[config.mk]
export PLATFORM = sky130hd
export DESIGN_NAME = wave_period_meter
export DESIGN_NICKNAME = d
export VERILOG_FILES = /design/src/rtl/wave_period_meter.sv
export SDC_FILE = /design/constraint.sdc
export NUM_CORES = 1
export LEC_CHECK = 0
export BUFFER_PORTS_ARGS = -buffer_cell sky130_fd_sc_hd__buf_2
export CORE_MARGIN = 10
export CORE_UTILIZATION = 30
export DETAILED_ROUTE_END_ITERATION = 12
export GPL_TIMING_DRIVEN = 0
export PLACE_DENSITY_LB_ADDON = 0.08
export SLEW_MARGIN = 10
export SYNTH_ARGS = -nofsm -noshare
export SYNTH_HDL_FRONTEND = slang
export SYNTH_SLANG_ARGS = --single-unit
export TNS_END_PERCENT = 50
[constraint.sdc]
create_clock -name clock -period 2.9 [get_ports clock]
set_input_delay 0.29 -clock clock [delete_from_list [all_inputs] [get_ports clock]]
set_output_delay 0.29 -clock clock [all_outputs]
set_load 0.03 [all_outputs]
[src/rtl/wave_period_meter.sv]
// Measures period and signed peaks of each cycle of a sample stream, using
// hysteresis-qualified rising zero-crossings as the cycle boundary.
module wave_period_meter #(
  parameter int width = 12,
  parameter int PER_W = 25,
  parameter int HYST  = 64
) (
  input  logic             clock,
  input  logic             resetn,
  input  logic             enable,
  input  logic [width-1:0] sample_in,
  input  logic             sample_valid,
  output logic [PER_W-1:0] period,
  output logic [width-1:0] pos_peak,
  output logic [width-1:0] neg_peak,
  output logic             meas_valid,
  output logic             timeout,
  output logic             busy
);

  typedef enum logic [1:0] {S_IDLE, S_ARM, S_MEAS} state_t;

  localparam logic signed [width-1:0] HYST_P  = width'(HYST);
  localparam logic signed [width-1:0] HYST_N  = -HYST_P;
  localparam logic        [PER_W-1:0] CNT_MAX = '1;

  function automatic logic signed [width-1:0] smax(input logic signed [width-1:0] a,
                                                   input logic signed [width-1:0] b);
    return (a > b) ? a : b;
  endfunction

  function automatic logic signed [width-1:0] smin(input logic signed [width-1:0] a,
                                                   input logic signed [width-1:0] b);
    return (a < b) ? a : b;
  endfunction

  state_t                   state_q, state_d;
  logic                     pol_q, pol_d;
  logic        [PER_W-1:0]  cnt_q, cnt_d;
  logic signed [width-1:0]  max_q, max_d;
  logic signed [width-1:0]  min_q, min_d;
  logic        [PER_W-1:0]  period_q, period_d;
  logic signed [width-1:0]  pos_q, pos_d;
  logic signed [width-1:0]  neg_q, neg_d;
  logic                     mv_q, mv_d;
  logic                     to_q, to_d;

  logic signed [width-1:0]  samp;
  logic                     above, below, rise;

  assign samp  = $signed(sample_in);
  assign above = samp > HYST_P;
  assign below = samp < HYST_N;
  assign rise  = sample_valid && !pol_q && above;

  always_comb begin
    state_d  = state_q;
    pol_d    = pol_q;
    cnt_d    = cnt_q;
    max_d    = max_q;
    min_d    = min_q;
    period_d = period_q;
    pos_d    = pos_q;
    neg_d    = neg_q;
    mv_d     = 1'b0;
    to_d     = to_q;

    if (sample_valid) begin
      if (above)      pol_d = 1'b1;
      else if (below) pol_d = 1'b0;
    end

    // enable low wins over any crossing seen on the same edge
    if (!enable) begin
      state_d = S_IDLE;
      cnt_d   = '0;
      max_d   = '0;
      min_d   = '0;
    end else begin
      case (state_q)
        S_IDLE: begin
          state_d = S_ARM;
          cnt_d   = '0;
          max_d   = '0;
          min_d   = '0;
        end
        S_ARM: begin
          if (rise) begin
            state_d = S_MEAS;
            cnt_d   = PER_W'(1);
            max_d   = samp;
            min_d   = samp;
          end
        end
        S_MEAS: begin
          if (rise) begin
            period_d = cnt_q;
            pos_d    = max_q;
            neg_d    = min_q;
            mv_d     = 1'b1;
            to_d     = 1'b0;
            cnt_d    = PER_W'(1);
            max_d    = samp;
            min_d    = samp;
          end else if (cnt_q == CNT_MAX) begin
            to_d    = 1'b1;
            state_d = S_ARM;
            cnt_d   = '0;
          end else begin
            cnt_d = cnt_q + PER_W'(1);
            if (sample_valid) begin
              max_d = smax(max_q, samp);
              min_d = smin(min_q, samp);
            end
          end
        end
        default: state_d = S_IDLE;
      endcase
    end
  end

  always_ff @(posedge clock or negedge resetn) begin
    if (!resetn) begin
      state_q  <= S_IDLE;
      pol_q    <= 1'b0;
      cnt_q    <= '0;
      max_q    <= '0;
      min_q    <= '0;
      period_q <= '0;
      pos_q    <= '0;
      neg_q    <= '0;
      mv_q     <= 1'b0;
      to_q     <= 1'b0;
    end else begin
      state_q  <= state_d;
      pol_q    <= pol_d;
      cnt_q    <= cnt_d;
      max_q    <= max_d;
      min_q    <= min_d;
      period_q <= period_d;
      pos_q    <= pos_d;
      neg_q    <= neg_d;
      mv_q     <= mv_d;
      to_q     <= to_d;
    end
  end

  assign period     = period_q;
  assign pos_peak   = pos_q;
  assign neg_peak   = neg_q;
  assign meas_valid = mv_q;
  assign timeout    = to_q;
  assign busy       = (state_q != S_IDLE);

endmodule
# Yosys cells after proc, flatten, opt, wreduce, memory -nomap -nowiden

Cells that the tools add are included.

Order comparisons: 4
Equality and inequality tests: 11
Mux-type cells: 30
$add $sub $neg: 1
Reduce and logical (&&, ||, !) cells: 14

Operators by type and width:

| cell                                                                              | number |
|---|---|
| 12-bit two-way mux                                                                | 11 |
| 25-bit two-way mux                                                                | 4 |
| 25-bit case mux with 3 select lines                                               | 1 |
| 12-bit case mux with 3 select lines                                               | 2 |
| 25-bit by 1-bit adder with 25-bit output (second input constant)                  | 1 |
| 25-bit == test (second input constant)                                            | 1 |
| 4-bit inequality test (second input constant)                                     | 4 |
| 12-bit greater-than comparator                                                    | 1 |
| 12-bit by 8-bit greater-than comparator with 1-bit output (second input constant) | 1 |
| 12-bit < comparator                                                               | 1 |
| 12-bit by 7-bit < comparator with 1-bit output (second input constant)            | 1 |
| 5-bit AND reduction                                                               | 2 |
| 3-bit inequality test (second input constant)                                     | 3 |
| 3-bit AND reduction                                                               | 3 |
| 2-bit two-way mux                                                                 | 4 |
| 1-bit two-way mux                                                                 | 7 |
| 2-bit case mux with 3 select lines                                                | 1 |
| 2-bit nonzero test                                                                | 3 |
| 4-bit by 1-bit inequality test with 1-bit output (second input constant)          | 1 |
| 2-bit AND reduction                                                               | 2 |
| 2-bit by 1-bit == test with 1-bit output (second input constant)                  | 1 |
| 2-bit == test (second input constant)                                             | 1 |
| 1-bit logical AND                                                                 | 2 |
| 2-bit logical NOT                                                                 | 1 |
| 1-bit logical NOT                                                                 | 1 |

Register bits after elaboration: 103
Output and inout port bits: 52

# Longest topological paths before layout

Word-level depth: 7
Depth in mapped cells: 9
Gate-level depth less buffers: 8

# Worst setup path before layout

No wires, ideal clock.

Path type: input-to-reg
From: input port sample_in[2]
To: register cnt_q[20]
Cell stages on the path: 7
Arrival time: 2.187 ns
Setup slack: 0.627 ns
Required time: 2.814 ns
Buffers on the path: 1
Path through: or4_4 > o2111ai_4 > nand3_4 > or2_1 > buf_6 > or4_4 > o221ai_2

Word-level cells in the longest chain between the ends: 5

Ends and longest elaborated chain:

| item                                                        | RTL line | text |
|---|---|---|
| from (decl)                                                 | 11       | `input logic [width-1:0] sample_in,` |
| 12-bit by 8-bit greater-than comparator with 1-bit output * | 52       | `assign above = samp > HYST_P;` |
| 1-bit logical AND *                                         | 54       | `assign rise = sample_valid && !pol_q && above;` |
| 25-bit two-way mux                                          | 96       | `if (rise) begin` |
| 25-bit case mux with 3 select lines                         | 80       | `case (state_q)` |
| 25-bit two-way mux                                          | 74       | `if (!enable) begin` |
| to (signal assigned)                                        | 137      | `cnt_q <= cnt_d;` |
| to (decl)                                                   | 39       | `logic [PER_W-1:0] cnt_q, cnt_d;` |

Mark *: on every way between the ends. The rest lies on a longest branch, timed or not.
A chain may end at the register's enable or synchronous reset.

# Final worst setup path

From: register cnt_q[0]
To: register min_q[3]

Word-level cells in the longest chain between the ends: 3

Ends and longest elaborated chain:

| item                                   | RTL line | text |
|---|---|---|
| 25-bit == test                         | 105      | `end else if (cnt_q == CNT_MAX) begin` |
| 4-bit inequality test (no source line) | n/a      |  |
| 5-bit AND reduction (no source line)   | n/a      |  |
| to (signal assigned)                   | 139      | `min_q <= min_d;` |
| to (decl)                              | 41       | `logic signed [width-1:0] min_q, min_d;` |

No other way between the ends.

==> flow_metrics.tcl <==
set metrics [dict create \
    rows 47 \
    layout_commonest_cell "nand2_1" \
    ys_warn_count 0 \
    die_area_um2 22700 \
    grt_first_pass_wirelength_um 23800 \
    muxShareOfSynthArea_pct 0.220 \
    path_max_fanout 10 \
    wl_met1_um 6240 \
    drt_iter0_markers 228 \
    clockRootBuffer "clkbuf_16" \
    startpoint "cnt_q[0]$_DFFE_PN0P_" \
    final_min_period_over_clock_period_pct 94.2 \
    hold_path_end "max_q[4]$_DFFE_PN0P_" \
    synthCells 551 \
    met2_length_um 7430 \
    synth_fa_ha_area_share_pct 6.59 \
    ctsHtreeMaxLevel 3 \
    cp-end-kind "flip-flop" \
    clock-sinks 103 \
    grt_usage_pct 13.3 \
    synth_xor_area_share_pct 0 \
    max-cap-violations 0 \
    fin_ws_ps 169 \
    outcome "complete, no violations" \
    synth_compound_area_share_pct 16.2 \
    grt_pass1_vias 4434 \
    ys_ff_latch 103 \
    grt.overflow.total 0 \
    synth_simple_gate_area_share_pct 23.1 \
    vias_per_cell 5.05 \
    p_leak_nw 3.21 \
    critical_path_arrival_ps 2970 \
    regToRegSetupSlack_ps 170 \
    clk_pin_slew_ps 70 \
    hp-class "in -> reg" \
    clock_path_buffers 2 \
    die_w_um 151 \
    gp_congestion 0.823 \
    route.detailed.drc 0 \
    dp_hpwl_um 11000 \
    preCtsSetupSlack_ps -1.35 \
    fin_setup_tns_ps 0 \
    reg2regPathDepth 8 \
    drv_slew 0 \
    ys.flop_type "dfrtp_1" \
    port_buffers 66 \
    fin_area_um2 6110 \
    utilization_pct 36.7 \
    skew_ps 8.36 \
    post_cts_buffers 0 \
    synthArstFlopShare_pct 100 \
    setup_viol_count_final 0 \
    relSlewSlack_pct 56.9 \
    synth_edf_count 0 \
    rsz0062_at_grt "false" \
    via_count 4315 \
    timing.rr.start "cnt_q[0]$_DFFE_PN0P_" \
    start_util_pct 30.8 \
    placed_cell_area_um2 5770 \
    clock.fmax_mhz 366 \
    grt_max_degree 60 \
    ys_seq_area_share_pct 50.3 \
    final_cell_mix "160 x nand2_1, 103 x dfrtp_1, 68 x buf_2, 34 x o21ai_0, 30 x a22o_1" \
    cts_tree "yes" \
    drive_above_1_share_pct 15.6 \
    areaGrowthSynthToFinish_pct 19.1 \
    dr_wl_met3_um 722 \
    wl_per_cell_um 17.1 \
    detail-route-antenna-nets 0 \
    critPathKind "reg -> reg" \
    nets 672 \
    die_y_um 151 \
    antenna_cells 0 \
    top_layer "met5" \
    hp-start "sample_in[4]" \
    worstMarginPinSlew_ps 641 \
    period_needed_ps 2730 \
    ys_types 51 \
    drt-total-wl_um 14600 \
    syn_nets 594 \
    syn_area_um2 5130 \
    required_ps 3140 \
    min_path_cells 2 \
    vdd_drop_max_mv 0.272 \
    worstSetupStartpointType "flip-flop" \
    synth_top_family_by_area "simple AND/OR/NAND/NOR gates" \
    drt-pass1-iter-count 4 \
    clk_latency_ps 360 \
    avgSynthCellArea_um2 9.30 \
    io_pins 68 \
    r2r_end "min_q[3]$_DFFE_PN0P_" \
    cts_made_buffers 9 \
    core_area_um2 16600 \
    finalHoldViolCount 0 \
    antenna_found_initial 1 \
    power.density_nw_per_um2 528 \
]
[cells by family (layout without fill, tap and decap cells)]
logic type	Yosys count	after routing
DFF	103	103
adders and majority gates	27	27
and+or+nand+nor	260	260
AOI/OAI and AO/OA	114	114
muxes	1	1
buffers and inverters	46	129
[stage by stage]
step | cells | hold slack (ps) | total power, mW
5_1_grt | 854 | 198 | 3.39
4_1_cts | 855 | 187 | 3.28
3_3_place_gp | 837 | 452 | 1.94
6_report | 854 | 207 | 3.22
2_1_floorplan | 551 | -5.59 | 1.79
3_5_place_dp | 838 | 245 | 1.95
[what timing repair did]
action	CTS	global route
gates resized for setup	0	6
endpoints found under the hold margin	44	0
endpoints found under the setup margin	0	51
hold buffers	1	0
[where the power goes]
part / internal [mW] / total, mW / switching (mW)
registers: 1.48 / 1.52 / 0.0390
logic: 0.142 / 0.407 / 0.265
clock network: 0.742 / 1.30 / 0.555
total: 2.36 / 3.22 / 0.858
[synthesized netlist by cell type (2+ instances only)]
library cell  instances  share of area (%)
nand2_1             160                 12
dfrtp_1             103                 50
o21ai_0              34                3.3
a22o_1               30                5.1
ha_1                 27                6.6
inv_1                23                1.7
nor2_1               21                1.5
clkbuf_1             17                1.2
nand3_1              15                1.5
nor3_1               15                1.5
a21oi_1              11                1.1
nand4_1              11                1.3
a21o_1                7                1.0
and3_1                7               0.85
and4_1                6                1.0
nor4_1                5               0.61
o31ai_1               5               0.73
o21a_1                4               0.59
o41ai_1               4               0.68
and2_1                3               0.37
buf_2                 3               0.29
or4_1                 3               0.44
a21boi_0              2               0.29
buf_1                 2               0.15
nand2b_1              2               0.24
nand4b_1              2               0.34
nor3b_1               2               0.29
o211a_1               2               0.39
or3_1                 2               0.24
or4_4                 2               0.44
[critical path, cell delays in order, from the launching register on]
cell and delay (ps):
dfrtp_1 440, ha_1 280, and4_1 280, nand4_1 160, o311a_1 360, o311ai_2 340, nor3_1 160, clkbuf_1 280
a22o_1 310
[layout make-up]
class                           instances  area, um^2
Sequential cell                       103        2580
Buffer                                 22        96.3
Clock buffer                           12         267
Timing Repair Buffer                   68         374
Tap cell                              220         275
Fill cell                            1780       10500
Multi-Input combinational cell        402        2380
Clock inverter                          4        52.6
Inverter                               23        86.3
[registers in the layout, summed over array words and instances (netlist names)]
register,cells
meas_valid,1
neg_peak,12
pos_peak,12
timeout,1
min_q,12
period,25
max_q,12
cnt_q,25
state_q,2
pol_q,1
[worst max-delay path by stage]
| stage | end | slack (ps) | cells past startpoint |
|---|---|---|---|
| 2_1_floorplan | cnt_q[20]$_DFFE_PN0P_ | 630 | 7 |
| 3_3_place_gp | cnt_q[11]$_DFFE_PN0P_ | 20 | 8 |
| 3_5_place_dp | cnt_q[11]$_DFFE_PN0P_ | -1 | 8 |
| 4_1_cts | min_q[3]$_DFFE_PN0P_ | 90 | 8 |
| 5_1_grt | state_q[0]$_DFFE_PN0P_ | 60 | 7 |
| 6_report | min_q[3]$_DFFE_PN0P_ | 170 | 8 |
[routing by layer]
metal | global-route usage (%) | vias to the layer above
met5 | 0 | -
met4 | 3.51 | 2
met3 | 3.84 | 18
met2 | 23.0 | 73
met1 | 15.7 | 2111
li1 | - | 2111
Note: power is estimated with default switching activity, not from simulation.
